**src/rtl/datapath_pkg.sv**
```systemverilog
// Shared types for the signed arithmetic datapath and its issue sequencer.
package datapath_pkg;

   localparam int DP_N     = 16;
   localparam int OPCODE_W = 3;

   typedef struct packed {
      logic signed [DP_N-1:0]   a;
      logic signed [DP_N-1:0]   b;
      logic [OPCODE_W-1:0]      op;
   } dp_cmd_t;

   typedef enum logic [1:0] {
      S_IDLE  = 2'd0,
      S_RUN   = 2'd1,
      S_STALL = 2'd2
   } seq_state_t;

endpackage

```
**src/rtl/sync_fifo.sv**
```systemverilog
// Registered single-clock FIFO; pointers carry an extra wrap bit so full and empty are distinct.
module sync_fifo #(
   parameter  int WIDTH = 8,
   parameter  int DEPTH = 4,
   localparam int AW    = $clog2(DEPTH),
   localparam int CW    = AW + 1
) (
   input  logic             clk,
   input  logic             rst,
   input  logic             wr_en,
   input  logic [WIDTH-1:0] wr_data,
   input  logic             rd_en,
   output logic [WIDTH-1:0] rd_data,
   output logic [CW-1:0]    count,
   output logic             full,
   output logic             empty
);

   logic [WIDTH-1:0] mem [DEPTH];
   logic [AW:0]      wr_ptr;
   logic [AW:0]      rd_ptr;
   logic             do_wr;
   logic             do_rd;

   assign count   = wr_ptr - rd_ptr;
   assign full    = (count == CW'(DEPTH));
   assign empty   = (count == '0);
   assign do_wr   = wr_en && !full;
   assign do_rd   = rd_en && !empty;
   assign rd_data = mem[rd_ptr[AW-1:0]];

   // NOTE: non-blocking assignments in clocked blocks so every register samples pre-edge values.
   always_ff @(posedge clk or posedge rst) begin
      if (rst) begin
         wr_ptr <= '0;
         rd_ptr <= '0;
      end else begin
         if (do_wr) wr_ptr <= wr_ptr + 1'b1;
         if (do_rd) rd_ptr <= rd_ptr + 1'b1;
      end
   end

   // NOTE: storage is not reset; the pointers alone define which entries are meaningful.
   always_ff @(posedge clk) begin
      if (do_wr) mem[wr_ptr[AW-1:0]] <= wr_data;
   end

endmodule

```
**src/rtl/datapath_op_sequencer.sv**
```systemverilog
// Issue stage: queues commands, drives the combinational datapath from the FIFO head, registers results.
module datapath_op_sequencer
   import datapath_pkg::*;
#(
   parameter  int N     = 16,
   parameter  int DEPTH = 4,
   parameter  int CNT_W = 16,
   localparam int CW    = $clog2(DEPTH) + 1
) (
   input  logic                clk,
   input  logic                rst,
   input  logic                in_valid,
   output logic                in_ready,
   input  logic [N-1:0]        in_a,
   input  logic [N-1:0]        in_b,
   input  logic [OPCODE_W-1:0] in_opcode,
   output logic [N-1:0]        dp_a,
   output logic [N-1:0]        dp_b,
   output logic [OPCODE_W-1:0] dp_opcode,
   input  logic [N-1:0]        dp_y,
   input  logic                dp_co,
   output logic                out_valid,
   input  logic                out_ready,
   output logic [N-1:0]        out_y,
   output logic                out_co,
   output logic [OPCODE_W-1:0] out_opcode,
   output logic [CW-1:0]       fifo_count,
   output logic [1:0]          state,
   output logic [CNT_W-1:0]    ops_done
);

   typedef struct packed {
      logic [N-1:0]        a;
      logic [N-1:0]        b;
      logic [OPCODE_W-1:0] op;
   } cmd_t;

   cmd_t       wr_cmd;
   cmd_t       head;
   logic       fifo_full;
   logic       fifo_empty;
   logic       push;
   logic       issue;
   logic       out_hs;
   logic [CW-1:0] count_nxt;
   logic       out_valid_nxt;
   seq_state_t state_q;
   seq_state_t state_d;

   assign wr_cmd = '{a: in_a, b: in_b, op: in_opcode};

   sync_fifo #(
      .WIDTH ($bits(cmd_t)),
      .DEPTH (DEPTH)
   ) u_fifo (
      .clk     (clk),
      .rst     (rst),
      .wr_en   (push),
      .wr_data (wr_cmd),
      .rd_en   (issue),
      .rd_data (head),
      .count   (fifo_count),
      .full    (fifo_full),
      .empty   (fifo_empty)
   );

   // Readiness ignores a same-cycle pop: no fall-through path from output to input.
   assign in_ready  = !fifo_full;
   assign push      = in_valid && in_ready;
   assign issue     = !fifo_empty && (!out_valid || out_ready);
   assign out_hs    = out_valid && out_ready;

   assign dp_a      = fifo_empty ? '0 : head.a;
   assign dp_b      = fifo_empty ? '0 : head.b;
   assign dp_opcode = fifo_empty ? '0 : head.op;

   always_ff @(posedge clk or posedge rst) begin
      if (rst) begin
         out_valid  <= 1'b0;
         out_y      <= '0;
         out_co     <= 1'b0;
         out_opcode <= '0;
         ops_done   <= '0;
      end else begin
         if (issue) begin
            out_valid  <= 1'b1;
            out_y      <= dp_y;
            out_co     <= dp_co;
            out_opcode <= dp_opcode;
         end else if (out_hs) begin
            out_valid  <= 1'b0;
         end
         if (out_hs) ops_done <= ops_done + CNT_W'(1);
      end
   end

   // State tracks the occupancy the datapath will have after this edge.
   assign count_nxt     = fifo_count + CW'(push) - CW'(issue);
   assign out_valid_nxt = issue || (out_valid && !out_ready);

   always_comb begin
      state_d = S_RUN;
      if (count_nxt == '0 && !out_valid_nxt)
         state_d = S_IDLE;
      else if (out_valid_nxt && !out_ready && count_nxt == CW'(DEPTH))
         state_d = S_STALL;
   end

   always_ff @(posedge clk or posedge rst) begin
      if (rst) state_q <= S_IDLE;
      else     state_q <= state_d;
   end

   assign state = state_q;

endmodule
```
**config.mk**
```make
export PLATFORM = sky130hd
export DESIGN_NAME = datapath_op_sequencer
export DESIGN_NICKNAME = d
export VERILOG_FILES = /design/src/rtl/datapath_pkg.sv /design/src/rtl/sync_fifo.sv /design/src/rtl/datapath_op_sequencer.sv
export SDC_FILE = /design/constraint.sdc
export NUM_CORES = 1
export LEC_CHECK = 0
export ABC_AREA = 1
export CORE_ASPECT_RATIO = 0.5
export CORE_MARGIN = 3
export CORE_UTILIZATION = 57
export CTS_CLUSTER_SIZE = 12
export DETAILED_ROUTE_END_ITERATION = 16
export PLACE_DENSITY = 0.92
export SLEW_MARGIN = 25
export SYNTH_ARGS = -nofsm -noshare
export SYNTH_HDL_FRONTEND = slang
export SYNTH_SLANG_ARGS = --single-unit
```
**constraint.sdc**
```tcl
create_clock -name clk -period 10.86 [get_ports clk]
set_input_delay 1.629 -clock clk [delete_from_list [all_inputs] [get_ports clk]]
set_output_delay 1.629 -clock clk [all_outputs]
set_load 0.02 [all_outputs]
```
# Word level (Yosys, flattened, before mapping)
# Memory sizes are Yosys's and may differ from the RTL's.
# Cells that the tools add are included.
# op_classes
addsub,6
n_eq_ne,2
n_mux,9
reduce_logical,19
# op_table
operator,n
$mux W16,2
$add A16 B1 Y16 const B,1
$logic_and A1 B1 Y1,9
$add A3 B1 Y3 const B,2
$eq A3 B3 Y1 const B,2
$logic_not A3 Y1,2
$logic_not A1 Y1,5
$mux W1,4
$mux W2,2
$add A3 B1 Y3,1
$mux W3,1
$sub A3 B1 Y3,1
$sub A3 B3 Y3,1
$logic_or A1 B1 Y1,2
$reduce_bool A2 Y1,1
# word_totals
register_bits,45
mem_bits_rw,140
input_bits,56
output_inout_bits,78
mem_count,1
# memory_table
name,words,width,rd,rd_clocked_by_memory_dff,wr,line,text
u_fifo.mem,4,35,1,0,1,sync_fifo.sv:19,logic [WIDTH-1:0] mem [DEPTH];

# Longest topological paths before layout
# Gate-level depths: netlist of the first run.
# logic_depth
ltp_word,10
depth_mapped,21

# Hierarchy
# From an unflattened synthesis of the first run, not the netlist that was laid out.
# unflattened
cells_unflattened,694
area_unflattened_um2,7753.7
# by_module_without_submodules
module,n_inst,cells_each,area_each_um2,seq_area_each_um2
sync_fifo,1,408,5649.2,4354.2
datapath_op_sequencer,1,286,2104.5,975.9

# Least setup slack after synthesis of the first run
# No wires, ideal clock.
# synth_path
path_type,in2reg
start,in out_ready
end,"reg state_q[0], in the netlist state[0]"
setup_ns,0.113
arrival_time_ns,3.568
required_time_ns,10.747
path_slack_ns,7.179
cell_stages,16
path_buffers,1
path_cell_list,inv_1 -> nand2_1 -> nand2_8 -> inv_2 -> buf_6 -> ha_1 -> inv_1 -> ha_1 -> fa_1 -> or2_2 -> nor2_1 -> nand2_1 -> inv_1 -> nand2_1 -> nand2_1 -> inv_1
# synth_between
elab_chain_len,7
# synth_rtl
element,line,text
"start, declared",datapath_op_sequencer.sv:23,"input logic out_ready,"
$logic_or A1 B1 Y1 *,datapath_op_sequencer.sv:70,assign issue = !fifo_empty && (!out_valid || out_ready);
$logic_and A1 B1 Y1 *,datapath_op_sequencer.sv:70,
named net issue,datapath_op_sequencer.sv:43,logic issue;
$sub A3 B1 Y3 / $logic_or A1 B1 Y1 (equally long branches),"datapath_op_sequencer.sv:98, datapath_op_sequencer.sv:99",
$eq A3 B3 Y1 / $logic_and A1 B1 Y1 (equally long branches),datapath_op_sequencer.sv:105,else if (out_valid_nxt && !out_ready && count_nxt == CW'(DEPTH))
$logic_and A1 B1 Y1,datapath_op_sequencer.sv:105,
$mux W2,datapath_op_sequencer.sv:105,
$mux W2 *,datapath_op_sequencer.sv:103,if (count_nxt == '0 && !out_valid_nxt)
named net state_d[0],datapath_op_sequencer.sv:48,seq_state_t state_d;
"end signal, assigned",datapath_op_sequencer.sv:111,else state_q <= state_d;
"end, declared",datapath_op_sequencer.sv:47,seq_state_t state_q;
# The timed path passes the listed nets; every way through them passes the cells marked *.
# A chain may end at the register's enable or synchronous reset.

# Worst setup path after layout of the first run
# layout_path
start,reg u_fifo.rd_ptr[0]
end,out dp_b[13]
# layout_between
elab_chain_len,3
# layout_rtl
element,line,text
"start, declared",sync_fifo.sv:21,logic [AW:0] rd_ptr;
"start signal, assigned",sync_fifo.sv:39,if (do_rd) rd_ptr <= rd_ptr + 1'b1;
$sub A3 B3 Y3,sync_fifo.sv:25,assign count = wr_ptr - rd_ptr;
$logic_not A3 Y1,sync_fifo.sv:27,assign empty = (count == '0);
$mux W16 *,datapath_op_sequencer.sv:74,assign dp_b = fifo_empty ? '0 : head.b;
"end, declared",datapath_op_sequencer.sv:18,"output logic [N-1:0] dp_b,"
# Mark *: on every way between the ends. The rest lies on a longest branch, timed or not.

==> results.cfg, run 1 <==
[outcome]
status = finished clean

[timing]
worst_slack_ns = 5.484
relSlewSlack = 0.3620
drv_slew = 0
period_share = 0.4951
fmax_mhz = 186.0
finalHoldViolCount = 0
worst_slew_pin_slew_ns = 0.9569
setup_viol = 0
fin_crit_ns = 5.376
rsz0062_at_grt = false
finalSetupTns_ns = 0
skew_ns = 0.01098

[route]
drc = 0
wire_per_inst_um = 17.54
drt_pass1_iterations = 5
vias_per_cell = 5.506
drt_iter0_drc = 536
ant_nets = 0
vias = 5313
finalWirelength_um = 16920

[final_layout]
drive_above_1_share = 0.07925
mostFrequentLayoutCells = edfxtp_1, clkdlybuf4s50_1, nand2_1
diodes = 0
area_delta_synth_final_pct = 27.84
final_common_cell = edfxtp_1
nets = 849

[yosys]
ys.flop_type = edfxtp_1
syn_inst = 652
synth.distinct_cells = 31
yosys_warnings = 0
ys_ff_latch = 185
syn_area_per_cell_um2 = 11.71
yosysSeqAreaShare = 0.6981
syn_area_um2 = 7635
synth-edff-count = 140
synth_async_sr_flop_share = 0.2432
synth_fp_nets = 719

[setup_path]
worst_setup_path_end_kind = primary output
cpPeakStageDelay_ns = 0.94
worst_ep_arrival_time_ns = 3.75
cp_cell_sequence = buf_4, clkinv_2, o21ai_0, o22ai_1, nand2_1, inv_1, clkdlybuf4s50_1
critPathMaxFanout = 72
crit_family = buffers and inverters
crit_type = flop to primary output
crit_required_ns = 9.23
critPathLaunchType = flop
crit_slowest_cell = clkinv_2
path_buf_inv = 4

[grt]
grt_max_degree = 73
antenna_found_initial = 0
grt_pass1_wl_um = 26340
grt_overflow = 0
grt_use_total = 0.2293
grt_pass1_vias = 5397

[hold_path]
min_path_type = flop to flop

[placed_design]
globalplace.congestion = 0.7425
dp_hpwl_um = 10080
dp_slack_ns = 6.345
portBuffers = 133

[die]
start_util = 0.5927
fp-row-count = 29
pin_count = 134
die_width_um = 169.7
die_area_um2 = 14900
core_um2 = 12880
dieHeight_um = 87.84

[clock_tree]
cts-buffers-inserted = 17
clock_latency_ns = 0.43
cts_setup_buffers = 0
cts_max_path_buffers = 2
hold_buffers = 0
cts.reportedPaths.clkPinSlew_ns = 0.07
cts_resized = 0
cts-root-buf = clkbuf_16
h-tree-depth = 4
numClockSinks = 185
cts_tree = yes

[pwr]
p_per_area_nw_per_um2 = 343.4
p_leak_nw = 3.910
ir_drop_mv = 0.1903

[flow_run]
drv_cap = 0
## synth_stat cells (5+ instances only)
master / number / area (um^2)
buf_2: 8 / 40.04
clkbuf_1: 15 / 56.30
dfrtp_1: 45 / 1126
edfxtp_1: 140 / 4204
ha_1: 9 / 112.6
inv_1: 61 / 229.0
nand2_1: 128 / 480.5
nand2_2: 5 / 31.28
nand3_1: 10 / 50.05
nor2_1: 79 / 296.5
o21ai_0: 62 / 310.3
o21ai_1: 7 / 35.03
o22ai_1: 32 / 200.2
xnor2_1: 8 / 70.07
xor2_1: 9 / 78.83
## per-stage QoR
stage | hold slack, ns | std cells | cell area, um^2 | util | total power, mW
final | 0.4819 | 965 | 9761 | 0.7577 | 3.352
after global routing | 0.4905 | 965 | 9761 | 0.7577 | 3.542
after CTS | 0.4846 | 965 | 9759 | 0.7576 | 3.363
after detailed placement | 0.4655 | 933 | 9163 | 0.7113 | 2.728
after global placement | 0.4642 | 930 | 9080 | 0.7049 | 2.652
after floorplan | 0.4627 | 652 | 7635 | - | 2.053
## layer usage
layer	vias to the layer above	GRT usage	wire length [um]	part of all wire
met5	-	0	0	0
met4	0	0.09792	286	0.017
met3	28	0.05005	1165	0.069
met2	241	0.4007	8708	0.51
met1	2581	0.2830	6761	0.40
li1	2463	-	-	-
## sequential cells by signal, summed over array words and instances (netlist names)
register	flops
u_fifo.wr_ptr	3
out_valid	1
out_opcode	3
ops_done	16
u_fifo.rd_ptr	3
state	2
out_y	16
out_co	1
u_fifo.mem	140
## worst reg2reg max path: stages, from the launching register on
cell     delay [ns]
dfrtp_1        0.37
inv_1          0.11
ha_1           0.21
fa_1           0.61
nand2_1        0.07
inv_1          0.20
nand2_8        0.22
nand2_8        0.24
inv_2          0.19
ha_1           0.33
inv_1          0.04
ha_1           0.18
fa_1           0.41
or2_2          0.31
nor2_1         0.09
nand2_1        0.06
inv_1          0.05
nand2_1        0.06
nand2_1        0.06
inv_1          0.03
## final timing paths
path / start / end / slack [ns] / cells after the start
setup / recovery: u_fifo.rd_ptr[0] / dp_b[13] / 5.48 / 7
hold / removal: out_y[12] / out_y[12] / 0.48 / 2
setup reg to reg: u_fifo.wr_ptr[0] / state[0] / 6.93 / 19
hold reg to reg: out_y[12] / out_y[12] / 0.48 / 2
max in group asynchronous: rst / u_fifo.rd_ptr[0] / 8.49 / 2
min in group asynchronous: rst / ops_done[14] / 1.72 / 2
## cell type report
type / count / area [um^2]
flip-flops and latches: 185 / 5331
clock buffers: 17 / 425.4
multi-input cells: 374 / 1934
clock inverters: 15 / 171.4
repair buffers: 140 / 1444
inverters: 64 / 241.5
fillers: 742 / 3120
well taps: 170 / 212.7
## cell families after synthesis
group | Yosys count | share of synthesized area
AND/OR/NAND/NOR | 237 | 0.1318
flip-flops | 185 | 0.6981
AO/OA/AOI/OAI | 109 | 0.07915
buffers and inverters | 93 | 0.05146
XOR/XNOR | 17 | 0.01950
adder cells (fa/ha/maj) | 11 | 0.01999
## where the power goes
group          leakage [nW]  internal [mW]  switching, mW  total [mW]
clock network         0.292          0.330          0.287       0.617
registers              1.84          0.972         0.0739        1.05
logic                  1.78          0.649           1.04        1.69
Note: power is estimated with default switching activity, not from simulation.
==> run 2, diff against run 1 <==
--- a/config.mk
+++ b/config.mk
@@ -8,10 +8,10 @@
 export ABC_AREA = 1
 export CORE_ASPECT_RATIO = 0.5
 export CORE_MARGIN = 3
-export CORE_UTILIZATION = 57
+export CORE_UTILIZATION = 53
 export CTS_CLUSTER_SIZE = 12
 export DETAILED_ROUTE_END_ITERATION = 16
-export PLACE_DENSITY = 0.92
+export PLACE_DENSITY = 0.87
 export SLEW_MARGIN = 25
 export SYNTH_ARGS = -nofsm -noshare
 export SYNTH_HDL_FRONTEND = slang
==> constraint.sdc (replaced) <==
create_clock -name clk -period 5.3 [get_ports clk]
set_input_delay 0.795 -clock clk [delete_from_list [all_inputs] [get_ports clk]]
set_output_delay 0.795 -clock clk [all_outputs]
set_load 0.02 [all_outputs]
==> results.cfg, run 2 (synthesis results as in run 1) <==
[outcome]
status = finished clean

[pwr]
swShare = 0.4244
total_power_mw = 6.976
p_leak_nw = 3.921
combPwrFrac = 0.501
sequentialPowerShare = 0.308
clockPowerShare = 0.192
ir_drop_mv = 0.3282
p_per_area_nw_per_um2 = 711.3
intPower_mw = 4.015
p_sw_mw = 2.960

[grt]
grt_max_degree = 73
grt_use_total = 0.2183
grt_pass1_wl_um = 27200
grt_pass1_vias = 5435
grt_overflow = 0
antenna_found_initial = 0

[die]
die_width_um = 175.7
core_um2 = 13810
pin_count = 134
fp-row-count = 30
dieHeight_um = 90.87
start_util = 0.5527
die_area_um2 = 15970

[final_layout]
mostFrequentLayoutCells = edfxtp_1, clkdlybuf4s50_1, nand2_1
nets = 849
drive_above_1_share = 0.08050
largest_reg_flops = 140
area_delta_synth_final_pct = 28.45
fin_area_um2 = 9807
diodes = 0
final_common_cell = edfxtp_1

[route]
wire_per_inst_um = 17.62
finalWirelength_um = 17390
ant_nets = 0
drt_pass1_iterations = 5
vias_per_cell = 5.428
vias = 5357
drc = 0
drt_iter0_drc = 532

[setup_path]
cp-startpoint = u_fifo.rd_ptr[0]
crit_path_end = dp_b[15]
cp.depth = 7
r2r_end = state[0]
crit_type = flop to primary output
worst_setup_path_end_kind = primary output
critPathMaxFanout = 72
crit_family = buffers and inverters
worst_ep_arrival_time_ns = 3.76
ff2ff_path_depth = 19
cpPeakStageDelay_ns = 0.94
crit_slowest_cell = clkinv_2
rrSetupSlack_ns = 1.26
path_buf_inv = 4
crit_required_ns = 4.51
cp_cell_sequence = buf_4, clkinv_2, o21ai_0, o22ai_1, nand2_1, inv_1, clkdlybuf4s50_1
critPathLaunchType = flop
timing.rr.start = u_fifo.wr_ptr[0]

[timing]
worst_slew_pin_slew_ns = 0.9276
fin_crit_ns = 4.557
finalSetupTns_ns = 0
relSlewSlack = 0.3809
finalHoldViolCount = 0
fmax_mhz = 219.4
drv_slew = 0
setup_viol = 0
rsz0062_at_grt = false
skew_ns = 0.01699
period_share = 0.8598

[clock_tree]
hold_buffers = 0
cts.reportedPaths.clkPinSlew_ns = 0.07
clock_latency_ns = 0.44
cts_tree = yes
cts_max_path_buffers = 2
cts-buffers-inserted = 17
cts_resized = 0
cts-root-buf = clkbuf_16
numClockSinks = 185
cts_setup_buffers = 0
h-tree-depth = 4

[hold_path]
min_path_type = flop to flop

[flow_run]
drv_cap = 0

[placed_design]
portBuffers = 133
globalplace.congestion = 0.7649
place_area_um2 = 9170
dp_hpwl_um = 10450
-- run 2: cell types whose count changed in the layout (fill, tap and decap cells not counted) --
cell | before | now
buf_16 | 3 | 2
buf_4 | 4 | 5
clkinv_1 | 1 | 0
clkinv_4 | 2 | 1
clkinv_8 | 1 | 4
clkinvlp_4 | 1 | 0
inv_12 | 0 | 2
inv_8 | 7 | 5
-- run 2: worst min path at each step --
stage / depth (start not counted) / endpoint / start / slack (ns)
detailed placement: 2 / out_y[8] / out_y[8] / 0.47
floorplan: 1 / u_fifo.rd_ptr[2] / u_fifo.rd_ptr[2] / 0.46
global route: 2 / out_y[8] / out_y[8] / 0.49
global placement: 2 / out_y[13] / out_y[13] / 0.46
CTS: 2 / out_y[8] / out_y[8] / 0.49
finish: 2 / out_y[7] / out_y[7] / 0.49
-- run 2: tightest hold or removal path, delay by kind of cell, from the launching register on --
kind	cells	cell delay [ns]
flip-flops	1	0.35
AND/OR/NAND/NOR	2	0.10
-- run 2: power by group through the flow --
stage	Combinational, mW	Clock, mW	Sequential [mW]
2_1_floorplan	1.93	0	2.28
3_3_place_gp	3.29	0	2.15
3_5_place_dp	3.43	0	2.17
4_1_cts	3.50	1.35	2.14
5_1_grt	3.75	1.39	2.18
6_report	3.49	1.34	2.15
-- run 2: final cells by class --
class / count / area, um^2
sequential: 185 / 5331
inverter: 64 / 241.5
multi-input combinational: 374 / 1934
fill: 839 / 4006
tap: 192 / 240.2
clock buffer: 17 / 425.4
timing repair buffer: 140 / 1424
clock inverter: 15 / 210.2
-- run 2: per-layer routing --
layer / global-route usage / wire length [um]
met2: 0.3769 / 9125
met1: 0.2609 / 6863
met3: 0.04702 / 1011
met4: 0.1086 / 393
met5: 0 / 0
-- run 2: per-stage QoR --
stage	util	std cells	setup WS (ns)	hold WS (ns)
2_1_floorplan	-	652	1.756	0.4627
3_3_place_gp	0.6599	953	1.488	0.4629
3_5_place_dp	0.6639	955	1.324	0.4694
4_1_cts	0.7099	987	1.053	0.4872
5_1_grt	0.7100	987	0.4938	0.4950
6_report	0.7100	987	0.7431	0.4854
==> run 3, diff against run 2 <==
--- a/config.mk
+++ b/config.mk
@@ -9,7 +9,6 @@
 export CORE_ASPECT_RATIO = 0.5
 export CORE_MARGIN = 3
 export CORE_UTILIZATION = 53
-export CTS_CLUSTER_SIZE = 12
 export DETAILED_ROUTE_END_ITERATION = 16
 export PLACE_DENSITY = 0.87
 export SLEW_MARGIN = 25
==> results of run 3 <==
Same layout as run 2: the final DEF is identical, and so are final timing and power.
